$ cat config.mk
export PLATFORM = sky130hd
export DESIGN_NAME = vec_mem_requester
export DESIGN_NICKNAME = d
export VERILOG_FILES = /design/src/rtl/mem_pkg.sv /design/src/rtl/vec_mem_requester.sv
export SDC_FILE = /design/constraint.sdc
export NUM_CORES = 1
export LEC_CHECK = 0
export BUFFER_PORTS_ARGS = -buffer_cell sky130_fd_sc_hd__buf_2
export CORE_ASPECT_RATIO = 0.8
export CORE_UTILIZATION = 25
export DETAILED_ROUTE_END_ITERATION = 12
export GPL_TIMING_DRIVEN = 0
export PLACE_DENSITY = 0.47
export SLEW_MARGIN = 20
export SYNTH_ARGS = -nofsm -noshare
export SYNTH_HDL_FRONTEND = slang
export SYNTH_SLANG_ARGS = --single-unit
$ cat constraint.sdc
create_clock -name clk -period 16.1 [get_ports clk]
set_input_delay 3.22 -clock clk [delete_from_list [all_inputs] [get_ports clk]]
set_output_delay 3.22 -clock clk [all_outputs]
set_load 0.03 [all_outputs]
$ cat src/rtl/mem_pkg.sv
// Shared memory-map constants, FSM state type and lane helper for the
// data-memory requester.
package mem_pkg;

  localparam int S     = 32;
  localparam int V     = 192;
  localparam int LANES = V / S;

  // Data-memory map as seen by the controller: read-only constants, then RAM.
  localparam int ROM_START = 500;
  localparam int ROM_END   = 30499;
  localparam int RAM_START = 30500;
  localparam int RAM_END   = 65535;

  typedef enum logic [1:0] {
    IDLE = 2'd0,
    XFER = 2'd1,
    RESP = 2'd2
  } state_t;

  // Word i of a V-bit vector (lane 0 in the low bits).
  function automatic logic [S-1:0] lane_slice(input logic [V-1:0] v, input int unsigned i);
    return v[i*S +: S];
  endfunction

endpackage

$ cat src/rtl/vec_mem_requester.sv
// Serialises one scalar/vector load or store into consecutive single-word
// memory accesses, reassembles load data, and flags stores into the ROM region.
module vec_mem_requester #(
  parameter int S         = mem_pkg::S,
  parameter int V         = mem_pkg::V,
  parameter int ROM_START = mem_pkg::ROM_START,
  parameter int ROM_END   = mem_pkg::ROM_END
) (
  input  logic         clk,
  input  logic         reset,
  input  logic         req_valid,
  output logic         req_ready,
  input  logic         req_we,
  input  logic         req_vec,
  input  logic [S-1:0] req_addr,
  input  logic [V-1:0] req_wd,
  output logic [S-1:0] mem_addr,
  output logic         mem_we,
  output logic [S-1:0] mem_wd,
  input  logic [S-1:0] mem_rd,
  output logic         resp_valid,
  output logic [V-1:0] resp_rd,
  output logic         resp_err,
  output logic         busy
);
  import mem_pkg::state_t;
  import mem_pkg::IDLE;
  import mem_pkg::XFER;
  import mem_pkg::RESP;

  localparam int NL = V / S;
  localparam int IW = (NL > 1) ? $clog2(NL) : 1;

  state_t         state, state_nxt;
  logic           we_q, vec_q, err_q;
  logic [S-1:0]   base_q;
  logic [V-1:0]   wd_q, rd_acc;
  logic [IW-1:0]  idx, last_idx;
  logic [S-1:0]   xfer_addr;
  logic           xfer_rom, last, accept;

  // Address wraps modulo 2^S; ROM membership is judged on the wrapped address.
  assign xfer_addr = base_q + S'(idx);
  assign xfer_rom  = (xfer_addr >= S'(ROM_START)) && (xfer_addr <= S'(ROM_END));
  assign last_idx  = vec_q ? IW'(NL - 1) : '0;
  assign last      = (idx == last_idx);
  assign accept    = (state == IDLE) && req_valid;
  assign resp_rd   = rd_acc;

  // State register; reset aborts any transfer immediately.
  always_ff @(posedge clk or posedge reset) begin
    if (reset) state <= IDLE;
    else       state <= state_nxt;
  end

  // Next-state logic.
  always_comb begin
    state_nxt = state;
    case (state)
      IDLE:    if (req_valid) state_nxt = XFER;
      XFER:    if (last)      state_nxt = RESP;
      RESP:                   state_nxt = IDLE;
      default:                state_nxt = IDLE;
    endcase
  end

  // Outputs decoded from registered state only, so the memory bus is glitch-free.
  always_comb begin
    req_ready  = (state == IDLE) && !reset;
    busy       = (state != IDLE);
    mem_addr   = '0;
    mem_we     = 1'b0;
    mem_wd     = '0;
    resp_valid = 1'b0;
    resp_err   = 1'b0;
    case (state)
      XFER: begin
        mem_addr = xfer_addr;
        mem_we   = we_q && !xfer_rom;
        for (int i = 0; i < NL; i++)
          if (idx == IW'(i)) mem_wd = wd_q[i*S +: S];
      end
      RESP: begin
        resp_valid = 1'b1;
        resp_err   = err_q;
      end
      default: ;
    endcase
  end

  // Request capture, lane counter, error flag and load-data assembly.
  always_ff @(posedge clk or posedge reset) begin
    if (reset) begin
      we_q   <= 1'b0;
      vec_q  <= 1'b0;
      err_q  <= 1'b0;
      base_q <= '0;
      wd_q   <= '0;
      rd_acc <= '0;
      idx    <= '0;
    end else if (accept) begin
      we_q   <= req_we;
      vec_q  <= req_vec;
      base_q <= req_addr;
      wd_q   <= req_wd;
      err_q  <= 1'b0;
      rd_acc <= '0;
      idx    <= '0;
    end else if (state == XFER) begin
      if (we_q && xfer_rom) err_q <= 1'b1;
      if (!we_q)
        for (int i = 0; i < NL; i++)
          if (idx == IW'(i)) rd_acc[i*S +: S] <= mem_rd;
      if (!last) idx <= idx + 1'b1;
    end
  end

endmodule

# After elaboration in Yosys (flattened, before gate mapping)
# Cells that the tools add are included.
[word_totals] mem_bits_rw=0 memories=0 romBits=0 output_inout_bits=261 word_cells=86 reg_bits=424 latch_bits=0 input_bits=261
[classes] n_mux=30 shifts=0 n_reduce_logical=27 multipliers=0 add_sub_neg=2 order_cmp=2 bitwise_logic=0 n_eq_ne=12 n_div=0
[ops] op="$mux 192" count=3
[ops] op="$mux 32" count=14
[ops] op="$add 32x3->32" count=1
[ops] op="$ge 32x9->1 const B" count=1
[ops] op="$le 32x15->1 const B" count=1
[ops] op="$reduce_and 3->1" count=6
[ops] op="$reduce_bool 2->1" count=9
[ops] op="$mux 3" count=4
[ops] op="$eq 3x2->1 const B" count=2
[ops] op="$eq 3x3->1 const B" count=2
[ops] op="$mux 1" count=6
[ops] op="$reduce_and 2->1" count=3
[ops] op="$logic_and 1x1->1" count=5
[ops] op="$mux 2" count=2
[ops] op="$ne 2x1->1 const B" count=2
[ops] op="$ne 2x2->1 const B" count=2
[ops] op="$pmux 2 s2" count=1
[ops] op="$add 3x1->3 const B" count=1
[ops] op="$eq 3x1->1 const B" count=1
[ops] op="$eq 3x3->1" count=1
[ops] op="$logic_not 3->1" count=1
[ops] op="$eq 2x1->1 const B" count=1
[ops] op="$eq 2x2->1 const B" count=1
[ops] op="$logic_not 1->1" count=2
[ops] op="$logic_not 2->1" count=1

# Depth between registers and ports, before layout
# Gate-level depths: netlist of the first run.
[depth] ltp_word=8 mapped_depth=11 ltp_nobuf=10

# Worst setup path before layout of the first run
# OpenSTA, ideal clock, no wires.
[synth_timing] path_kind="input to output" startpoint="in reset" endpoint="out req_ready" path_slack_ns=9.247 t_required_ns=12.880 t_arrival_ns=3.633 n_path_buf=0 stages=1 path_cell_list="nor2_1"
[synth_via] elab_chain_len=2
[synth_rtl] element="start: declaration" line_no="vec_mem_requester.sv:10" source="input logic reset,"
[synth_rtl] element="$logic_not 1->1 (no source line)"
[synth_rtl] element="$logic_and 1x1->1" line_no="vec_mem_requester.sv:69" source="req_ready = (state == IDLE) && !reset;"
[synth_rtl] element="end: declaration" line_no="vec_mem_requester.sv:12" source="output logic req_ready,"
# Every way passes these cells.

# Final worst setup path of the first run
[layout_timing] startpoint="reg idx[0]" endpoint="out mem_we"
[layout_via] elab_chain_len=6 word_cells_on_any_way=7 cone_classes="add/sub (1); order compare (2); mux (1); reduce/logical (3)"
[layout_rtl] element="start: declaration" line_no="vec_mem_requester.sv:38" source="logic [IW-1:0] idx, last_idx;"
[layout_rtl] element="start signal: assignment" line_no="vec_mem_requester.sv:114" source="if (!last) idx <= idx + 1'b1;"
[layout_rtl] element="$add 32x3->32 *" line_no="vec_mem_requester.sv:43" source="assign xfer_addr = base_q + S'(idx);"
[layout_rtl] element="$ge 32x9->1 / $le 32x15->1 (equally long branches)" line_no="vec_mem_requester.sv:44" source="assign xfer_rom = (xfer_addr >= S'(ROM_START)) && (xfer_addr <= S'(ROM_END));"
[layout_rtl] element="$logic_and 1x1->1 *" line_no="vec_mem_requester.sv:44"
[layout_rtl] element="$logic_not 1->1 *" line_no="vec_mem_requester.sv:79" source="mem_we = we_q && !xfer_rom;"
[layout_rtl] element="$logic_and 1x1->1 *" line_no="vec_mem_requester.sv:79"
[layout_rtl] element="$mux 1 *" line_no="vec_mem_requester.sv:76" source="case (state)"
[layout_rtl] element="end: declaration" line_no="vec_mem_requester.sv:18" source="output logic mem_we,"
# Every way passes the cells marked *; elsewhere a longest branch is shown, timed or not.

==> results of run 1 <==
## power by group through the flow
stage / Combinational, mW / Sequential, mW / Clock (mW)
2_1_floorplan: 1.15 / 1.84 / 0
3_3_place_gp: 2.09 / 1.68 / 0
3_5_place_dp: 2.10 / 1.68 / 0
4_1_cts: 2.11 / 1.66 / 1.15
5_1_grt: 2.29 / 1.71 / 1.19
6_report: 2.09 / 1.67 / 1.12
## path summary, 6_finish.rpt
kind | startpoint | to | slack, ps | cells past startpoint
min | wd_q[153] | wd_q[153] | 470 | 2
max in group asynchronous | reset | resp_rd[108] | 11930 | 5
min in group asynchronous | reset | base_q[13] | 2620 | 2
min reg2reg | wd_q[153] | wd_q[153] | 470 | 2
max reg2reg | idx[2] | resp_rd[111] | 12780 | 9
max | idx[0] | mem_we | 8740 | 11
## sequential cells by signal, indices dropped and copies added (netlist names)
name and flops:
resp_rd 192, wd_q 192, base_q 32, idx 3
state 2, err_q 1, vec_q 1, we_q 1
## metal layers
metal  part of all wire, %  up-vias  wire length, um  track usage [%]
li1                      -     8778                -                -
met1                    46     8829            38300             29.3
met2                    45      509            37200             32.6
met3                   6.2      115             5160             4.38
met4                   2.5        8             2050             5.74
met5                 0.059        -               49                0
## cells by family after synthesis
family	synth area share (%)
AO/OA/AOI/OAI	11.5
XOR/XNOR	1.37
adder cells (fa/ha/maj)	0.626
buffers and inverters	3.76
flip-flops	55.3
AND/OR/NAND/NOR	27.5
## layout by cell type, fill, tap and decap left out, types with 3 or more instances in the layout
master,instances
and2_1,10
clkbuf_16,50
o21ai_0,14
xnor2_1,16
ha_1,8
nor3_1,7
buf_16,5
inv_6,4
nor3b_1,3
and3_1,11
o311ai_0,32
o211ai_1,33
a211oi_1,4
a21o_1,4
clkbuf_8,7
xor2_1,14
a21oi_1,229
a221oi_1,32
nor3_2,3
nor4_1,6
diode_2,6
nand3_1,21
dfrtp_1,424
nand4_1,11
nand2_1,1154
nor2_1,80
buf_6,3
inv_1,6
buf_2,529
clkinv_2,8
clkbuf_1,181
nor2b_1,4
and4_1,3
## worst max-delay path, stage by stage, from the launching register on
cell	delay, ps
dfrtp_1	500
ha_1	250
fa_1	260
a21oi_1	160
nor3_2	400
buf_2	340
nand3_1	160
o41ai_1	460
nand3_1	150
and4_1	200
a21boi_0	390
buf_2	280
## area by class of cell
type	count	area (um^2)
well taps	1012	1270
clock inverters	16	159
plain buffers	176	694
multi-input cells	1730	7860
clock buffers	75	1420
flip-flops and latches	424	10600
inverters	7	33.8
repair buffers	527	2750
diodes	6	15.0
fillers	8256	50900
## stage by stage
stage | setup TNS [ps] | hold WS (ps) | instance area (um^2) | instances
2_1_floorplan | 0 | 446 | 19200 | 2337
3_3_place_gp | -2164560 | 461 | 23100 | 3870
6_report | 0 | 472 | 24800 | 3973
5_1_grt | 0 | 488 | 24800 | 3972
3_5_place_dp | 0 | 463 | 23200 | 3876
4_1_cts | 0 | 478 | 24800 | 3967
==> out/results.tsv, run 1 <==
stage	metric	value	unit
synth	synth_edf_count	0	
cts	htreeDepth	2	
status	status	finished clean	
sta	clock_skew	39.9	ps
grt	grt_pass1_vias	18274	
drt	drc	0	
floorplan	num_io_pins	522	
cts	cts_resized	0	
setup_path	worstSetupPathType	reg -> out	
sta	layout_min_cycle_time	7360	ps
sta	final.setup.worst_slack	8740	ps
placed_design	port_buffers	521	
setup_path	cp.arrival	4140	ps
floorplan	std_cell_rows	90	
power_and_ir_drop	power_switching	2.21	mW
sta	hold_violations	0	
sta	fin_crit_sh	45.7	%
cells_and_area	final_util	32.8	%
cts	cts_buffers	50	
grt	grt_use_total	20.9	%
cts	cts_tree	done	
synth	yosys-top-cells-area	dfrtp_1 (55%), nand2_1 (23%), a21oi_1 (6.0%)	
setup_path	path_max_fanout	10	
synth	ys.flop_type	dfrtp_1	
min_path	hold_path.class	reg -> reg	
power_and_ir_drop	finalPower	4.87	mW
drt	first_pass_iters	5	
drt	routedWlPerCell	20.8	um
grt	antenna_found_initial	11	
cts	cts_root_buf	clkbuf_16	
setup_path	cp-end-kind	output pin	
synth	synth_common_cells	nand2_1 (1154), dfrtp_1 (424), a21oi_1 (229)	
sta	worst_slew_pin_slew	1080	ps
synth	synth_seq_area_share	55.3	%
floorplan	dieArea	77800	um^2
drt	vias	18239	
floorplan	start_util	25.3	%
floorplan	die_h	250	um
synth	synth_seq_cells	424	
drt	wl	82700	um
sta	max_freq	0.136	GHz
cts	clock-sinks	424	
power_and_ir_drop	internal_power	2.66	mW
placed_design	place_congestion	0.861	
cells_and_area	nets	3186	
grt	grt_first_pass_wirelength	122000	um
power_and_ir_drop	power_density	196	nW/um^2
placed_design	pre_cts_ws	9230	ps
drt	vias_per_cell	4.59	
sta	final-max-slew-violation-count	0	
cells_and_area	drive_gt1_share	21.3	%
synth	synth_top_area_share	55.3	%
synth	ys_warn_count	0	
sta	rsz0062_at_grt	no	
synth	syn_inst	2337	
synth	yosysTopAreaCell	dfrtp_1	
drt	antenna_left	0	
cts	postCtsSetupBuffers	0	
flow_run	drv_cap	0	
setup_path	startpoint_type	flip-flop	
cts	ctsLongestPathBuffers	3	
synth	synth_async_sr_flop_share	100	%
sta	setup_viol	0	
cts	clkTransAtPathRegs	60	ps
power_and_ir_drop	swShare	45.4	%
synth	synth.net_count	2607	
synth	ys_types	53	
grt	grt.overflow.total	0	
placed_design	hpwlAfterDp	62600	um
drt	dr.first_iter.drc_count	1310	
power_and_ir_drop	share_seq_of_total_power	34.2	%
power_and_ir_drop	p_clk_share	22.9	%
floorplan	coreArea	75700	um^2
cts	clk_latency	610	ps
synth	synth.avg_cell_area	8.21	um^2
power_and_ir_drop	combPwrFrac	42.9	%
grt	grt_max_degree	95	
floorplan	fp.dieW	312	um
setup_path	required	12880	ps
power_and_ir_drop	p_leak	12.4	nW
power_and_ir_drop	ir_drop	0.0000801	V
synth	syn-cell-area	19200	um^2
sta	relSlewSlack	28.1	%
cells_and_area	syn2layout_area_growth	29.4	%
synth	yosysMostFrequentCell	nand2_1	
cts	ctsHoldBuffers	0	
(Power assumes the default switching activity.)
==> run 2, diff against run 1 <==
Clock period 16.1 ns to 6.84 ns, I/O delays scaled along.
==> run 2 against run 1 <==
Compared with the run above:
- combinational power up 140%
- sequential power rose by 130%
- register-to-register slack got worse by 9400 ps
- hold slack improved by 0.77 ps
- via count up 0.56%
- global-route usage up 0.071 points
- utilization rose by 0.41 points
- count of clock-buffer cells in the layout is 3 lower
- first-iteration DRC count is 4.7% higher
- sequential share of layout area decreased by 0.53 points
- non-clock buffer count grew 11
- flip-flop and latch count unchanged
==> out/results.tsv, run 2 (synthesis results as in run 1) <==
stage	metric	value	unit
drt	drc	0	
setup_path	path_max_fanout	10	
floorplan	num_io_pins	522	
power_and_ir_drop	finalPower	11.6	mW
power_and_ir_drop	p_leak	12.5	nW
placed_design	port_buffers	521	
power_and_ir_drop	power_density	463	nW/um^2
drt	vias_per_cell	4.60	
cells_and_area	final_common_cell	nand2_1	
setup_path	cp-end-kind	output pin	
flow_run	drv_cap	0	
placed_design	place_congestion	0.833	
drt	wl	82800	um
setup_path	timing.rr.end	resp_rd[112]	
cts	cts_tree	done	
status	status	finished clean	
drt	vias	18342	
sta	setup_viol	0	
setup_path	reg2regPathDepth	9	
floorplan	start_util	25.3	%
sta	final.setup.worst_slack	1330	ps
drt	routedWlPerCell	20.8	um
floorplan	die_h	250	um
grt	grt_max_degree	32	
placed_design	pre_cts_ws	1930	ps
grt	grt_pass1_vias	18341	
cts	cts_root_buf	clkbuf_16	
cts	ctsLongestPathBuffers	3	
sta	holdWs	473	ps
setup_path	cp-endpoint	mem_we	
sta	worst_slew_pin_slew	1020	ps
drt	antenna_left	0	
floorplan	fp.dieW	312	um
sta	max_freq	0.181	GHz
setup_path	regToRegSetupSlack	3430	ps
sta	rsz0062_at_grt	no	
cts	cts_resized	0	
floorplan	std_cell_rows	90	
setup_path	rr_startpoint	idx[2]	
cts	cts_buffers	51	
grt	grt_first_pass_wirelength	123000	um
cts	clkTransAtPathRegs	60	ps
cts	clk_latency	620	ps
placed_design	hpwlAfterDp	63700	um
sta	hold_violations	0	
grt	grt_use_total	21.0	%
cts	ctsHoldBuffers	0	
power_and_ir_drop	ir_drop	0.000236	V
cells_and_area	final_cell_mix	nand2_1 (1154), buf_2 (529), dfrtp_1 (424), a21oi_1 (229), clkbuf_1 (177)	
drt	dr.first_iter.drc_count	1371	
grt	antenna_found_initial	11	
floorplan	dieArea	77800	um^2
setup_path	worstSetupPathType	reg -> out	
grt	grt.overflow.total	0	
setup_path	startpoint_type	flip-flop	
setup_path	critical_path.startpoint	idx[0]	
floorplan	coreArea	75700	um^2
cts	postCtsSetupBuffers	0	
cells_and_area	drive_gt1_share	21.7	%
cts	htreeDepth	2	
sta	relSlewSlack	31.7	%
min_path	hold_path.class	reg -> reg	
min_path	whs_path_depth	2	
cells_and_area	syn2layout_area_growth	31.0	%
drt	first_pass_iters	5	
sta	layout_min_cycle_time	5510	ps
sta	final-max-slew-violation-count	0	
sta	fin_crit_sh	80.6	%
cts	clock-sinks	424	
setup_path	cp.arrival	4140	ps
setup_path	required	5470	ps
cells_and_area	nets	3198	
sta	clock_skew	30.7	ps
[run 2: cell count changes in the layout (fill, tap and decap cells not counted), moves of 2 or more]
cell       previous run  this run
clkinv_2              8        11
clkbuf_1            181       177
diode_2               6         9
buf_12                0        13
clkbuf_16            50        52
bufinv_16             1         4
inv_6                 4         0
buf_16                5         3
[run 2: report_power, final]
group	internal (mW)	switching, mW	total, mW
Combinational	1.39	3.55	4.93
Clock	1.62	1.16	2.77
Sequential	3.41	0.514	3.92
[run 2: critical path, cell delays in order, from the launching register on]
cell and delay [ps]:
dfrtp_1 510, ha_1 250, fa_1 260, a21oi_1 170, nor3_2 410, buf_2 350, nand3_1 160, o41ai_1 440
nand3_1 160, and4_1 190, a21boi_0 370, buf_2 280
[run 2: area by class of cell]
cell class	instances	area, um^2
clock inverters	19	241
well taps	1012	1270
flip-flops and latches	424	10600
diodes	9	22.5
repair buffers	538	2960
plain buffers	176	694
multi-input cells	1730	7860
inverters	7	30.0
fillers	8207	50600
clock buffers	72	1440
[run 2: per-layer routing]
layer / vias to the layer above / global-route usage, % / share of wire (%)
met3: 121 / 3.54 / 5.4
met5: - / 0 / 0.017
met4: 2 / 6.79 / 2.9
met2: 526 / 32.1 / 45
li1: 8787 / - / -
met1: 8906 / 30.0 / 47
[run 2: worst min-delay path by stage]
stage                          from        end  slack, ps
after floorplan           wd_q[126]  wd_q[126]        450
after global placement    wd_q[178]  wd_q[178]        460
after detailed placement  wd_q[169]  wd_q[169]        460
after CTS                 wd_q[154]  wd_q[154]        480
after global routing        wd_q[0]    wd_q[0]        490
final                     wd_q[120]  wd_q[120]        470
[run 2: per-stage QoR]
| stage | setup TNS (ps) | utilization, % | cells | area, um^2 |
|---|---|---|---|---|
| 2_1_floorplan | -105770 | - | 2337 | 19200 |
| 3_3_place_gp | -1473630 | 30.5 | 3870 | 23100 |
| 3_5_place_dp | 0 | 30.9 | 3887 | 23400 |
| 4_1_cts | 0 | 33.2 | 3978 | 25100 |
| 5_1_grt | 0 | 33.2 | 3984 | 25100 |
| 6_report | 0 | 33.2 | 3987 | 25100 |
